==> src/rtl/cache_types_pkg.sv <==
// Shared types and constants for the 2-way set-associative cache controller.
package cache_types_pkg;

  typedef enum logic [1:0] {
    IDLE,
    WRITEBACK,
    FILL
  } state_t;

  localparam logic DSEL_CPU    = 1'b0;
  localparam logic DSEL_PMEM   = 1'b1;
  localparam logic ASEL_CPU    = 1'b0;
  localparam logic ASEL_VICTIM = 1'b1;

  localparam int NUM_WAYS = 2;

endpackage

==> src/rtl/cache_victim_sel.sv <==
// Picks the way to replace on a miss: the lowest invalid way, otherwise the LRU way.
module cache_victim_sel
  import cache_types_pkg::*;
(
  input  logic [NUM_WAYS-1:0] valid_way,
  input  logic                lru_way,
  output logic                victim
);

  always_comb begin
    victim = lru_way;
    if (!valid_way[0]) begin
      victim = 1'b0;
    end else if (!valid_way[1]) begin
      victim = 1'b1;
    end
  end

endmodule

==> src/rtl/cache_control.sv <==
// Cache controller FSM: serves hits in IDLE, writes back dirty victims, then fills the line.
module cache_control
  import cache_types_pkg::*;
#(
  parameter int CNT_WIDTH = 16
) (
  input  logic                 clk,
  input  logic                 rst_n,
  input  logic                 mem_read,
  input  logic                 mem_write,
  output logic                 mem_resp,
  input  logic [1:0]           hit_way,
  input  logic [1:0]           valid_way,
  input  logic [1:0]           dirty_way,
  input  logic                 lru_way,
  output logic                 pmem_read,
  output logic                 pmem_write,
  input  logic                 pmem_resp,
  output logic [1:0]           load_data,
  output logic [1:0]           load_tag,
  output logic [1:0]           load_valid,
  output logic [1:0]           load_dirty,
  output logic                 dirty_in,
  output logic                 load_lru,
  output logic                 lru_in,
  output logic                 data_sel,
  output logic                 addr_sel,
  output logic                 way_sel,
  output logic [CNT_WIDTH-1:0] hit_count,
  output logic [CNT_WIDTH-1:0] miss_count
);

  state_t state, next_state;
  logic   victim_q;
  logic   victim_new;
  logic   req;
  logic   hit;
  logic   hit_w;
  logic   hit_evt;
  logic   miss_evt;

  assign req   = mem_read | mem_write;
  assign hit   = |hit_way;
  // Way 0 wins if the datapath ever reports both ways matching.
  assign hit_w = ~hit_way[0];

  cache_victim_sel u_victim_sel (
    .valid_way (valid_way),
    .lru_way   (lru_way),
    .victim    (victim_new)
  );

  always_ff @(posedge clk or negedge rst_n) begin
    if (!rst_n) begin
      state      <= IDLE;
      victim_q   <= 1'b0;
      hit_count  <= '0;
      miss_count <= '0;
    end else begin
      state <= next_state;
      if (miss_evt) begin
        victim_q   <= victim_new;
        miss_count <= miss_count + CNT_WIDTH'(1);
      end
      if (hit_evt) begin
        hit_count <= hit_count + CNT_WIDTH'(1);
      end
    end
  end

  // Outputs are forced low while reset is held, whatever the inputs show.
  always_comb begin
    next_state = state;
    mem_resp   = 1'b0;
    pmem_read  = 1'b0;
    pmem_write = 1'b0;
    load_data  = 2'b00;
    load_tag   = 2'b00;
    load_valid = 2'b00;
    load_dirty = 2'b00;
    dirty_in   = 1'b0;
    load_lru   = 1'b0;
    lru_in     = 1'b0;
    data_sel   = DSEL_CPU;
    addr_sel   = ASEL_CPU;
    way_sel    = 1'b0;
    hit_evt    = 1'b0;
    miss_evt   = 1'b0;

    if (rst_n) begin
      case (state)
        IDLE: begin
          if (req && hit) begin
            mem_resp = 1'b1;
            way_sel  = hit_w;
            load_lru = 1'b1;
            lru_in   = ~hit_w;
            hit_evt  = 1'b1;
            if (mem_write) begin
              load_data[hit_w]  = 1'b1;
              load_dirty[hit_w] = 1'b1;
              dirty_in          = 1'b1;
              data_sel          = DSEL_CPU;
            end
          end else if (req) begin
            miss_evt = 1'b1;
            if (valid_way[victim_new] && dirty_way[victim_new]) begin
              next_state = WRITEBACK;
            end else begin
              next_state = FILL;
            end
          end
        end

        WRITEBACK: begin
          pmem_write = 1'b1;
          addr_sel   = ASEL_VICTIM;
          way_sel    = victim_q;
          if (pmem_resp) begin
            next_state = FILL;
          end
        end

        FILL: begin
          pmem_read = 1'b1;
          addr_sel  = ASEL_CPU;
          if (pmem_resp) begin
            load_data[victim_q]  = 1'b1;
            load_tag[victim_q]   = 1'b1;
            load_valid[victim_q] = 1'b1;
            load_dirty[victim_q] = 1'b1;
            dirty_in             = 1'b0;
            data_sel             = DSEL_PMEM;
            next_state           = IDLE;
          end
        end

        default: begin
          next_state = IDLE;
        end
      endcase
    end
  end

endmodule

==> config.mk <==
export PLATFORM = sky130hd
export DESIGN_NAME = cache_control
export DESIGN_NICKNAME = d
export VERILOG_FILES = /design/src/rtl/cache_types_pkg.sv /design/src/rtl/cache_victim_sel.sv /design/src/rtl/cache_control.sv
export SDC_FILE = /design/constraint.sdc
export NUM_CORES = 1
export LEC_CHECK = 0
export ABC_AREA = 1
export BUFFER_PORTS_ARGS = -buffer_cell sky130_fd_sc_hd__buf_2
export CAP_MARGIN = 20
export CORE_MARGIN = 2
export CORE_UTILIZATION = 53
export CTS_CLUSTER_SIZE = 16
export DETAILED_ROUTE_END_ITERATION = 10
export HOLD_SLACK_MARGIN = 0.06
export PLACE_DENSITY = 0.81
export SYNTH_ARGS = -nofsm -noshare
export SYNTH_HDL_FRONTEND = slang
export SYNTH_HIERARCHICAL = 1
export SYNTH_SLANG_ARGS = --single-unit
==> constraint.sdc <==
create_clock -name clk -period 1.52 [get_ports clk]
set_input_delay 0.304 -clock clk [delete_from_list [all_inputs] [get_ports clk]]
set_output_delay 0.304 -clock clk [all_outputs]
set_load 0.01 [all_outputs]
# After elaboration in Yosys (flattened, before gate mapping)
# Cells that the tools add are included.
[classes]
muxes = 47
reduce_logical = 7
n_eq_ne = 6
magnitude_cmp = 5
bitwise = 2
add_sub_neg = 2
[ops]
columns = ["cell", "count"]
rows = [
  ["adder 16 x 1 -> 16 bit (second input constant)", 2],
  ["2-to-1 mux 1 bit", 31],
  ["2-to-1 mux 2 bit", 11],
  ["inequality test 2 bit (second input constant)", 4],
  ["less-than comparator 1 x 2 -> 1 bit (second input constant)", 3],
  ["case mux 2 bit (3 select lines)", 1],
  ["AND reduction 5 bit", 1],
  ["logical AND 1 bit", 4],
  ["case mux 2 bit (2 select lines)", 1],
  ["demux 1 bit (select 1 bit)", 2],
  ["== test 2 x 1 -> 1 bit (second input constant)", 1],
  ["== test 2 bit (second input constant)", 1],
  [">= comparator 1 bit (second input constant)", 2],
  ["logical NOT 2 bit", 1],
  ["case mux 1 bit (2 select lines)", 1],
  ["OR reduction 2 bit", 1],
  ["inverter 1 bit", 1],
  ["OR 1 bit", 1],
]
[word_totals]
output_inout_bits = 49
word_cells = 73
regBits = 35
inputBits = 12

# Longest topological paths before layout
[depth]
depth_word = 9
ltp_mapped = 9
ltp_nobuf = 9

# Modules after synthesis
# The synthesis kept the hierarchy.
[by_module_without_submodules]
columns = ["mod", "seq_area_each_um2", "instances", "area_each_um2", "cells_per_inst"]
rows = [
  ["cache_control", 875.8, 1, 2225.9, 303],
  ["cache_victim_sel", 0.0, 1, 16.3, 3],
]

# Worst setup path before layout
# OpenSTA, ideal clock, no wires.
[synth_timing]
kind = "register to output"
from = "reg state[1]"
to = "out load_dirty[1]"
setup_slack_ns = -0.090
arrival_ns = 1.306
n_path_buf = 1
stages_incl_launch_ff = 7
required_time_ns = 1.216
path_cell_list = "dfrtp_1 nor2_4 nand3_2 nor2_1 nand2_1 a21oi_1 buf_4"
[synth_between]
elab_chain_cells = 3
elab_cells_between_ends = 4
classes_between = "eq/ne: 1; mux: 2; reduce/logical: 1"
[synth_lines]
columns = ["item", "line_no", "text"]
rows = [
  ["from (decl)", "cache_control.sv:33", "state_t state, next_state;"],
  ["from (signal assigned)", "cache_control.sv:60", "state <= next_state;"],
  ["== test 2 bit / logical NOT 2 bit (equally long branches)", "--", ""],
  ["case mux 2 bit (2 select lines) (*)", "--", ""],
  ["2-to-1 mux 2 bit (*)", "--", ""],
  ["to (decl)", "cache_control.sv:22", "output logic [1:0] load_dirty,"],
]
# Mark *: on every way between the ends. The rest lies on a longest branch, timed or not.

# Worst setup path after layout
[layout_timing]
from = "reg state[0]"
to = "out load_dirty[0]"
[layout_between]
elab_chain_cells = 3
elab_cells_between_ends = 4
classes_between = "eq/ne: 1; mux: 2; reduce/logical: 1"
[layout_lines]
columns = ["item", "line_no", "text"]
rows = [
  ["== test 2 bit / logical NOT 2 bit (equally long branches)", "cache_control.sv:91", "case (state)"],
  ["case mux 2 bit (2 select lines) (*)", "cache_control.sv:91", ""],
  ["2-to-1 mux 2 bit (*)", "cache_control.sv:90", "if (rst_n) begin"],
]
# Marks and branches as above.

==> results.sh <==
export IMPL_switching_power_w=0.001244
export IMPL_p_sw_frac=0.3656
export IMPL_power_density_mw_per_mm2=1178
export IMPL_synth_edff_count=0
export IMPL_ff_latch_area_um2=877.1
export IMPL_synth_nets=320
export IMPL_outcome="finished with violations"
export IMPL_grt_max_degree=33
export IMPL_setup_viol=15
export IMPL_seq_area_frac_synth=0.3906
export IMPL_wirelength_um=5251
export IMPL_fin_ws_ns=-0.1934
export IMPL_antenna_found_initial=0
export IMPL_area_growth_pct=28.74
export IMPL_post_dp_hpwl_um=3651
export IMPL_cts_tree="done"
export IMPL_nNetsFinal=395
export IMPL_cp_arrival_ns=1.41
export IMPL_dieArea_mm2=0.004767
export IMPL_pin_count=61
export IMPL_reg2regPathDepth=9
export IMPL_drt_iter0_drc=107
export IMPL_min_path_type="input pin to async pin"
export IMPL_drc=0
export IMPL_r2r_start="state[1]"
export IMPL_cts_sinks=35
export IMPL_multiInputGateArea_mm2=0.001196
export IMPL_violations="setup timing"
export IMPL_p_clk_frac=0.251
export IMPL_finClkSkew_ns=0.01405
export IMPL_ys_warn_count=6
export IMPL_core_area_mm2=0.004029
export IMPL_irDropWorstVdd_mv=0.8151
export IMPL_die_y_um=69.04
export IMPL_r2r_end="hit_count[13]"
export IMPL_postRouteAntennaNets=0
export IMPL_num_rows=23
export IMPL_cts_buffers=5
export IMPL_fmax_ghz=0.5836
export IMPL_wl_per_cell_um=12.16
export IMPL_seqPwrFrac=0.366
export IMPL_utilization=0.7165
export IMPL_clkLatencyLatePin_ns=0.30
export IMPL_final_cell_area_mm2=0.002887
export IMPL_io_buffers=60
export IMPL_drive_above_1_share=0.3115
export IMPL_synth_flop_cell="dfrtp_1"
export IMPL_grt_pass1_wl_um=8728
export IMPL_dpl_cell_area_mm2=0.002605
export IMPL_relSlewSlack=0.7224
export IMPL_cp_max_fo=3
export IMPL_total_leakage_power_nw=1.554
export IMPL_syn_area_per_cell_um2=7.327
export IMPL_start_util=0.5565
export IMPL_clk_pin_slew_ns=0.08
export IMPL_grt_usage=0.2215
export IMPL_finalCritPeriodShare=1.127
export IMPL_cp_slowest_stage_delay_ns=0.42
export IMPL_r2r_slack_ns=0.02
export IMPL_hold_viol_final=0
export IMPL_synth_seq_cells=35
export IMPL_place_ws_ns=0.001693
export IMPL_combPwrFrac=0.383
export IMPL_vias=2203
export IMPL_criticalPathCategory="register to output port"
export IMPL_cts_root_buf="clkbuf_8"
export IMPL_async_reset_ff_frac=1.000
export IMPL_gpl_final_weighted_congestion=0.8082
export IMPL_internal_power_w=0.002158
export IMPL_firstDrtPassIters=4
export IMPL_crit_top_cell="inv_2"
export IMPL_cap_viol_max_count=0
export IMPL_cp_slowest_cell="dfrtp_1"
export IMPL_synthesis_area_mm2=0.002242
export IMPL_nFillCells=312
export IMPL_synthCells=306
export IMPL_cts_path_max_buffers=2
export IMPL_whs_ns=0.1384
export IMPL_overflow=0
export IMPL_cp_end_kind="output port"
export IMPL_yosysUniqueCellTypes=26
export IMPL_cp_start_kind="register"
export IMPL_antenna_cells=0
export IMPL_worstPathRequired_ns=1.22
export IMPL_die_w_um=69.04
export IMPL_grt_setup_unrepaired="yes"
export IMPL_cts_max_level=2
export IMPL_routed_via_density=5.100
export IMPL_period_needed_ns=1.713
export IMPL_crit_chain="inv_2, nand2_4, inv_2, nand2_2, nor2_1, inv_1, a21oi_2, buf_2"
export IMPL_slew_violations=0
export IMPL_grt_pass1_vias=1969
export IMPL_worst_pin_slew_ns=0.4164
placed cells by master, fill, tap and decap left out, types with 2 or more instances in the layout:
cell / synthesis / routed
a21oi_2: 1 / 3
buf_2: 0 / 58
buf_4: 6 / 10
buf_6: 3 / 5
clkbuf_8: 0 / 5
dfrtp_1: 35 / 34
ha_1: 2 / 2
inv_1: 39 / 37
inv_2: 0 / 2
nand2_1: 106 / 104
nand2_2: 6 / 7
nand2_4: 1 / 2
nand3_1: 18 / 14
nand3_2: 2 / 5
nand3b_1: 5 / 5
nand4_1: 15 / 15
nor2_1: 32 / 30
nor2_2: 2 / 3
nor2_4: 4 / 5
nor3_1: 3 / 3
o21ai_0: 6 / 6
o21ai_1: 2 / 2
xnor2_1: 3 / 3
xnor2_2: 4 / 4
xor2_1: 5 / 5
through the flow:
stage | power [W] | TNS, ns | instances
after floorplan | 0.001934 | -0.004314 | 306
after global placement | 0.002261 | 0 | 415
after detailed placement | 0.002299 | 0 | 415
after CTS | 0.003324 | -2.365 | 429
after global routing | 0.003629 | -3.915 | 432
final | 0.003402 | -2.092 | 432
worst max-delay path by stage:
stage / to / startpoint
6_report: load_dirty[0] / state[0]
5_1_grt: load_dirty[0] / state[0]
4_1_cts: load_dirty[1] / state[1]
3_5_place_dp: load_dirty[1] / state[0]
3_3_place_gp: load_dirty[1] / state[0]
2_1_floorplan: load_dirty[1] / state[0]
metal layers:
metal  vias up  global-route usage  part of all wire
li1       1102                   -                 -
met1      1034              0.2914              0.44
met2        62              0.3686              0.50
met3         5             0.03655             0.047
met4         0             0.07843            0.0090
met5         -                   0                 0
registers in the layout, indices dropped and copies added (netlist names):
register,flops
hit_count,16
miss_count,16
state,2
victim_q,1
cell type report:
cell class,instances,area share
Multi-Input combinational cell,223,0.4144
Tap cell,50,0.02167
Sequential cell,35,0.3039
Timing Repair Buffer,77,0.1704
Inverter,39,0.05072
Clock inverter,3,0.01517
Clock buffer,5,0.02384
timing repair:
item,CTS,global route
hold buffers,1,0
endpoints found under the setup margin,16,33
cloned,0,1
pin swaps,6,6
endpoints found under the hold margin,3,0
setup buffers,5,3
gates resized for setup,13,9
worst max-delay path, delay by kind of cell (launching register included):
kind | cells | cell delay [ns]
flops | 1 | 0.42
simple gates | 3 | 0.19
buf+inv | 4 | 0.36
compound gates | 1 | 0.14
kinds of logic after synthesis:
| logic type | count (synthesis) | synth area share |
|---|---|---|
| AND/OR/NAND/NOR | 196 | 0.4057 |
| buffers and inverters | 48 | 0.1004 |
| flip-flops | 35 | 0.3906 |
| AO/OA/AOI/OAI | 13 | 0.03181 |
| XOR/XNOR | 12 | 0.06027 |
| adder cells (fa/ha/maj) | 2 | 0.01116 |
Yosys cell counts (all sizes together), types with 5 or more instances:
cell type,number,area (um2)
nand2,113,446.7
xnor2,7,91.34
nor2,38,177.7
nand3b,5,37.54
o21ai,8,40.04
inv,39,146.4
nand3,20,110.1
nand4,16,106.4
dfrtp,35,875.8
buf,9,78.82
xor2,5,43.79
power groups by stage:
| stage | Clock [W] | Combinational, W | Sequential (W) |
|---|---|---|---|
| after floorplan | 0 | 0.000649 | 0.00129 |
| after global placement | 0 | 0.00102 | 0.00124 |
| after detailed placement | 0 | 0.00105 | 0.00125 |
| after CTS | 0.000870 | 0.00122 | 0.00123 |
| after global routing | 0.000914 | 0.00145 | 0.00127 |
| final | 0.000854 | 0.00130 | 0.00124 |
Power figures use the tool's default switching activity.
